File: src/rtl/logic_unit_pipe.sv
// Bitwise logic unit feeding a 2-entry result queue with valid/ready handshakes.
// Optional per-entry all-zero flag and the zero port are built when LOGIC_UNIT_FLAGS_EN is defined.
module logic_unit_pipe #(
  parameter int WIDTH = 32
) (
  input  logic             clock,
  input  logic             reset_n,
  input  logic             in_valid,
  output logic             in_ready,
  input  logic [2:0]       op,
  input  logic [WIDTH-1:0] a,
  input  logic [WIDTH-1:0] b,
  output logic             out_valid,
  input  logic             out_ready,
  output logic [WIDTH-1:0] result
`ifdef LOGIC_UNIT_FLAGS_EN
  ,
  output logic             zero
`endif
);

  typedef enum logic [1:0] {EMPTY, ONE, FULL} state_t;
  typedef enum logic [2:0] {
    OP_AND, OP_OR, OP_XOR, OP_NOR, OP_ANDN, OP_NAND, OP_XNOR, OP_PASS
  } op_t;

  state_t           state, state_nxt;
  logic             ready_q;
  logic             push, pop;
  logic             wr_ptr, rd_ptr;
  logic [WIDTH-1:0] mem [2];
  logic [WIDTH-1:0] calc;

  // Ready and valid depend only on registered state, so out_ready never reaches in_ready.
  assign in_ready  = ready_q && (state != FULL);
  assign out_valid = (state != EMPTY);
  assign push      = in_valid && in_ready;
  assign pop       = out_valid && out_ready;

  always_comb begin
    // NOTE: every output of a combinational block gets a default first so no latch is inferred.
    calc = '0;
    case (op_t'(op))
      OP_AND:  calc = a & b;
      OP_OR:   calc = a | b;
      OP_XOR:  calc = a ^ b;
      OP_NOR:  calc = ~(a | b);
      OP_ANDN: calc = a & ~b;
      OP_NAND: calc = ~(a & b);
      OP_XNOR: calc = ~(a ^ b);
      OP_PASS: calc = a;
      default: calc = '0;
    endcase
  end

  always_comb begin
    state_nxt = state;
    case (state)
      EMPTY: if (push) state_nxt = ONE;
      ONE: begin
        if (push && !pop)      state_nxt = FULL;
        else if (pop && !push) state_nxt = EMPTY;
      end
      FULL:    if (pop) state_nxt = ONE;
      default: state_nxt = EMPTY;
    endcase
  end

  // NOTE: sequential state uses non-blocking assignments so all flops sample pre-edge values.
  always_ff @(posedge clock or negedge reset_n) begin
    if (!reset_n) begin
      state   <= EMPTY;
      ready_q <= 1'b0;
      wr_ptr  <= 1'b0;
      rd_ptr  <= 1'b0;
    end else begin
      state   <= state_nxt;
      ready_q <= 1'b1;
      if (push) wr_ptr <= ~wr_ptr;
      if (pop)  rd_ptr <= ~rd_ptr;
    end
  end

  // NOTE: the two entries are reset because the head entry drives result directly and must read 0 in reset.
  always_ff @(posedge clock or negedge reset_n) begin
    if (!reset_n) begin
      mem[0] <= '0;
      mem[1] <= '0;
    end else if (push) begin
      mem[wr_ptr] <= calc;
    end
  end

  assign result = mem[rd_ptr];

`ifdef LOGIC_UNIT_FLAGS_EN
  logic zflag [2];

  // Flags reset to 1 to match the all-zero reset contents of the entries.
  always_ff @(posedge clock or negedge reset_n) begin
    if (!reset_n) begin
      zflag[0] <= 1'b1;
      zflag[1] <= 1'b1;
    end else if (push) begin
      zflag[wr_ptr] <= (calc == '0);
    end
  end

  assign zero = zflag[rd_ptr];
`endif

endmodule

File: config.mk
export PLATFORM = sky130hd
export DESIGN_NAME = logic_unit_pipe
export DESIGN_NICKNAME = d
export VERILOG_FILES = /design/src/rtl/logic_unit_pipe.sv
export SDC_FILE = /design/constraint.sdc
export NUM_CORES = 1
export LEC_CHECK = 0
export BUFFER_PORTS_ARGS = -buffer_cell sky130_fd_sc_hd__clkbuf_2
export CAP_MARGIN = 20
export CELL_PAD_IN_SITES_DETAIL_PLACEMENT = 1
export CELL_PAD_IN_SITES_GLOBAL_PLACEMENT = 1
export CORE_MARGIN = 5
export CORE_UTILIZATION = 40
export DETAILED_ROUTE_END_ITERATION = 7
export PLACE_DENSITY_LB_ADDON = 0.1
export RECOVER_POWER = 100
export SYNTH_ARGS = -nofsm -noshare
export SYNTH_HDL_FRONTEND = slang
export SYNTH_SLANG_ARGS = --single-unit
export TNS_END_PERCENT = 50
File: constraint.sdc
create_clock -name clock -period 1.5 [get_ports clock]
set_clock_uncertainty 0.05 [all_clocks]
set_input_delay 0.225 -clock clock [delete_from_list [all_inputs] [get_ports clock]]
set_output_delay 0.225 -clock clock [all_outputs]
set_load 0.02 [all_outputs]
==> flow_summary_export.csv <==
group,metric,value,unit
power_and_ir_drop,ir_worst_vdd,822,uV
power_and_ir_drop,power_density,1220,nW/um^2
global_routing,grt_usage,0.227,
finish,fill_cells,1848,
setup_path,crit_slowest_cell,"dfrtp_2",
timing,slew_headroom,0.492,
power_and_ir_drop,p_seq_frac,0.270,
cts,clk_pin_slew,0.05,ns
timing,finalHoldViolCount,0,
setup_path,start_kind,"flip-flop",
floorplanning,die_h,136,um
logic_synthesis,syn_inst,721,
global_routing,grt_pass1_vias,6760,
cts,clk_latency,0.33,ns
job,maxCapViolations,0,
logic_synthesis,ys_seq_elements,69,
route,wirelength,23600,um
route,wl_per_cell,20.1,um
finish,nets,1117,
power_and_ir_drop,combPwrFrac,0.555,
setup_path,arrival,1.51,ns
floorplanning,io_pins,105,
min_path,worstHoldPathCells,2,
min_path,hold_end,"state[1]$_DFFE_PN0P_",
floorplanning,die_w,136,um
timing,finalCritPeriodShare,1.19,
logic_synthesis,async_flop_share,1.00,
logic_synthesis,synth_edf_count,0,
finish,multi_input_comb_area,4470,sq um
logic_synthesis,synth_ff_type,"dfrtp_1",
cts,cts_sinks,69,
route,antenna_left,0,
logic_synthesis,synth_top_area_frac,0.271,
min_path,worstHoldPathType,"in2reg",
timing,fin_crit,1.78,ns
route,dr.first_iter.drc_count,204,
timing,rsz0062_at_grt,"yes",
logic_synthesis,synth.yosys.warnings,0,
finish,layout_common_cells,"buf_4 (129), ha_1 (95), clkbuf_2 (71)",
place,gp_congestion,0.828,
setup_path,critical_path.cell_chain,"buf_12 -> buf_16 -> mux2_2 -> clkbuf_8",
power_and_ir_drop,finalPower,11.4,mW
logic_synthesis,yosysTopAreaCell,"dfrtp_1",
power_and_ir_drop,p_sw,4.31,mW
logic_synthesis,synth_nets,888,
route,routed_via_density,5.43,
logic_synthesis,synth_cell_types,52,
route,dr.pass1.iters,6,
setup_path,path_buf_inv,3,
timing,final-max-slew-violation-count,0,
power_and_ir_drop,leakage,4.75,nW
setup_path,cpLargestDelayFamily,"buffers and inverters",
setup_path,rrSetupSlack,-0.12,ns
setup_path,worstSetupPathType,"reg2out",
finish,n_antenna_cell,0,
timing,worst_pin_slew,0.761,ns
setup_path,end_kind,"primary output",
cts,tritoncts,"done",
setup_path,rr_startpoint,"state[1]$_DFFE_PN0P_",
global_routing,grt_max_degree,41,
global_routing,global_route.overflow_total,0,
cts,numCtsBuffers,9,
setup_path,r2r-end,"mem[57]$_DFFE_PN0P_",
floorplanning,start_util,0.404,
setup_path,cp_data_required_time,1.22,ns
status,violations,"setup timing",
power_and_ir_drop,switching_share,0.379,
timing,fmaxAchievable,0.560,GHz
timing,whs,0.0822,ns
route,drcViolationCount,0,
logic_synthesis,seq_area_frac_synth,0.271,
setup_path,crit_fanout,8,
place,portBuffers,104,
route,vias,6356,
timing,setup_ws,-0.284,ns
finish,mostFrequentLayoutCell,"buf_4",
min_path,hold_start,"out_ready",
cts,cts-root-buf,"clkbuf_16",
power_and_ir_drop,p_int,7.06,mW
setup_path,max_stage_delay,0.38,ns
setup_path,worstRegToRegCells,6,
finish,ff_latch_area,1730,sq um
power_and_ir_drop,p_clk_frac,0.175,
floorplanning,rows,46,
logic_synthesis,syn_area,6380,sq um
floorplanning,coreArea,15800,sq um
logic_synthesis,synth.area.top_cells,"dfrtp_1 (27%), ha_1 (19%), mux2_2 (6.7%)",
cts,clockBufferDepth,2,
floorplanning,dieArea,18600,sq um
global_routing,antenna_found_initial,0,
timing,finalSetupViolations,73,
finish,drive_gt1_frac,0.429,
global_routing,grt_pass1_wl,33600,um
cts,htree_levels,3,
finish,area_growth,46.6,%
status,status,"complete, but fails checks",
logic_synthesis,syn_avg_cell_area,8.85,sq um
place,dpl.hpwl,15700,um
[per-layer routing]
| metal | track usage | vias up | part of all wire | wire, um |
|---|---|---|---|---|
| li1 | - | 2986 | - | - |
| met1 | 0.288 | 3189 | 0.42 | 9780 |
| met2 | 0.405 | 147 | 0.52 | 12300 |
| met3 | 0.0244 | 34 | 0.040 | 935 |
| met4 | 0.0694 | 0 | 0.023 | 547 |
| met5 | 0 | - | 0 | 0 |
[synth_stat cells, types with 14 or more instances]
| cell type | number |
|---|---|
| o21ai_0 | 27 |
| buf_2 | 22 |
| a21oi_1 | 21 |
| o22ai_1 | 44 |
| nand2_1 | 87 |
| nor2_1 | 32 |
| dfrtp_1 | 69 |
| mux2_2 | 38 |
| o21bai_1 | 15 |
| clkbuf_1 | 17 |
| o21ai_1 | 55 |
| mux2i_1 | 14 |
| ha_1 | 96 |
| inv_1 | 66 |
[power by group through the flow]
stage	clock network, mW	logic [mW]	registers, mW
after floorplan	0	2.88	2.80
after global placement	0	4.34	2.87
after detailed placement	0	4.51	2.93
after CTS	1.97	5.10	2.91
after global routing	2.08	6.67	3.15
final	1.99	6.31	3.07
[cell type report]
cell class / instances / share of cell area
clock buffers: 15 / 0.0286
well taps: 216 / 0.0289
multi-input cells: 533 / 0.478
repair buffers: 269 / 0.251
inverters: 68 / 0.0284
flip-flops and latches: 69 / 0.185
clock inverters: 1 / 0.000535
[state kept, by name, indices dropped and copies added, names as in the netlist]
register and cells:
mem 64, rd_ptr 1, ready_q 1, state 2, wr_ptr 1
[how the worst max path moves through the flow]
stage                     slack [ns]  depth (start not counted)                   to               start
after global routing           -0.32                          4            result[4]  rd_ptr$_DFFE_PN0P_
after global placement         -0.35                          8  mem[18]$_DFFE_PN0P_               b[18]
after detailed placement       -0.44                          8  mem[18]$_DFFE_PN0P_               b[18]
after floorplan                -0.05                          3           result[10]  rd_ptr$_DFFE_PN0P_
after CTS                      -0.28                          4           result[18]  rd_ptr$_DFFE_PN0P_
final                          -0.28                          4           result[27]  rd_ptr$_DFFE_PN0P_
[metrics by stage]
stage | setup TNS (ns) | cells | util | setup slack (ns) | area, sq um
after floorplan | -1.08 | 721 | - | -0.0541 | 6400
after global placement | -12.71 | 1132 | 0.518 | -0.348 | 8170
after detailed placement | -15.80 | 1132 | 0.518 | -0.441 | 8170
after CTS | -8.66 | 1155 | 0.548 | -0.280 | 8640
after global routing | -14.80 | 1171 | 0.593 | -0.321 | 9350
final | -10.17 | 1171 | 0.593 | -0.284 | 9350
[logic make-up after synthesis]
kind of cell	count (synthesis)	share of synthesized area
compound gates	213	0.222
xor+xnor	5	0.00687
fa+ha+maj	96	0.188
buf+inv	120	0.0865
flops	69	0.271
mux	70	0.127
other cells	1	0.000588
simple gates	147	0.0979
[timing repair]
action,CTS,global route
setup endpoints to repair,89,89
hold buffers,1,0
setup buffers,3,4
gates cloned,3,12
hold endpoints to repair,12,0
resized for setup,19,180
pin swaps,2,28
Power figures use the tool's default switching activity.
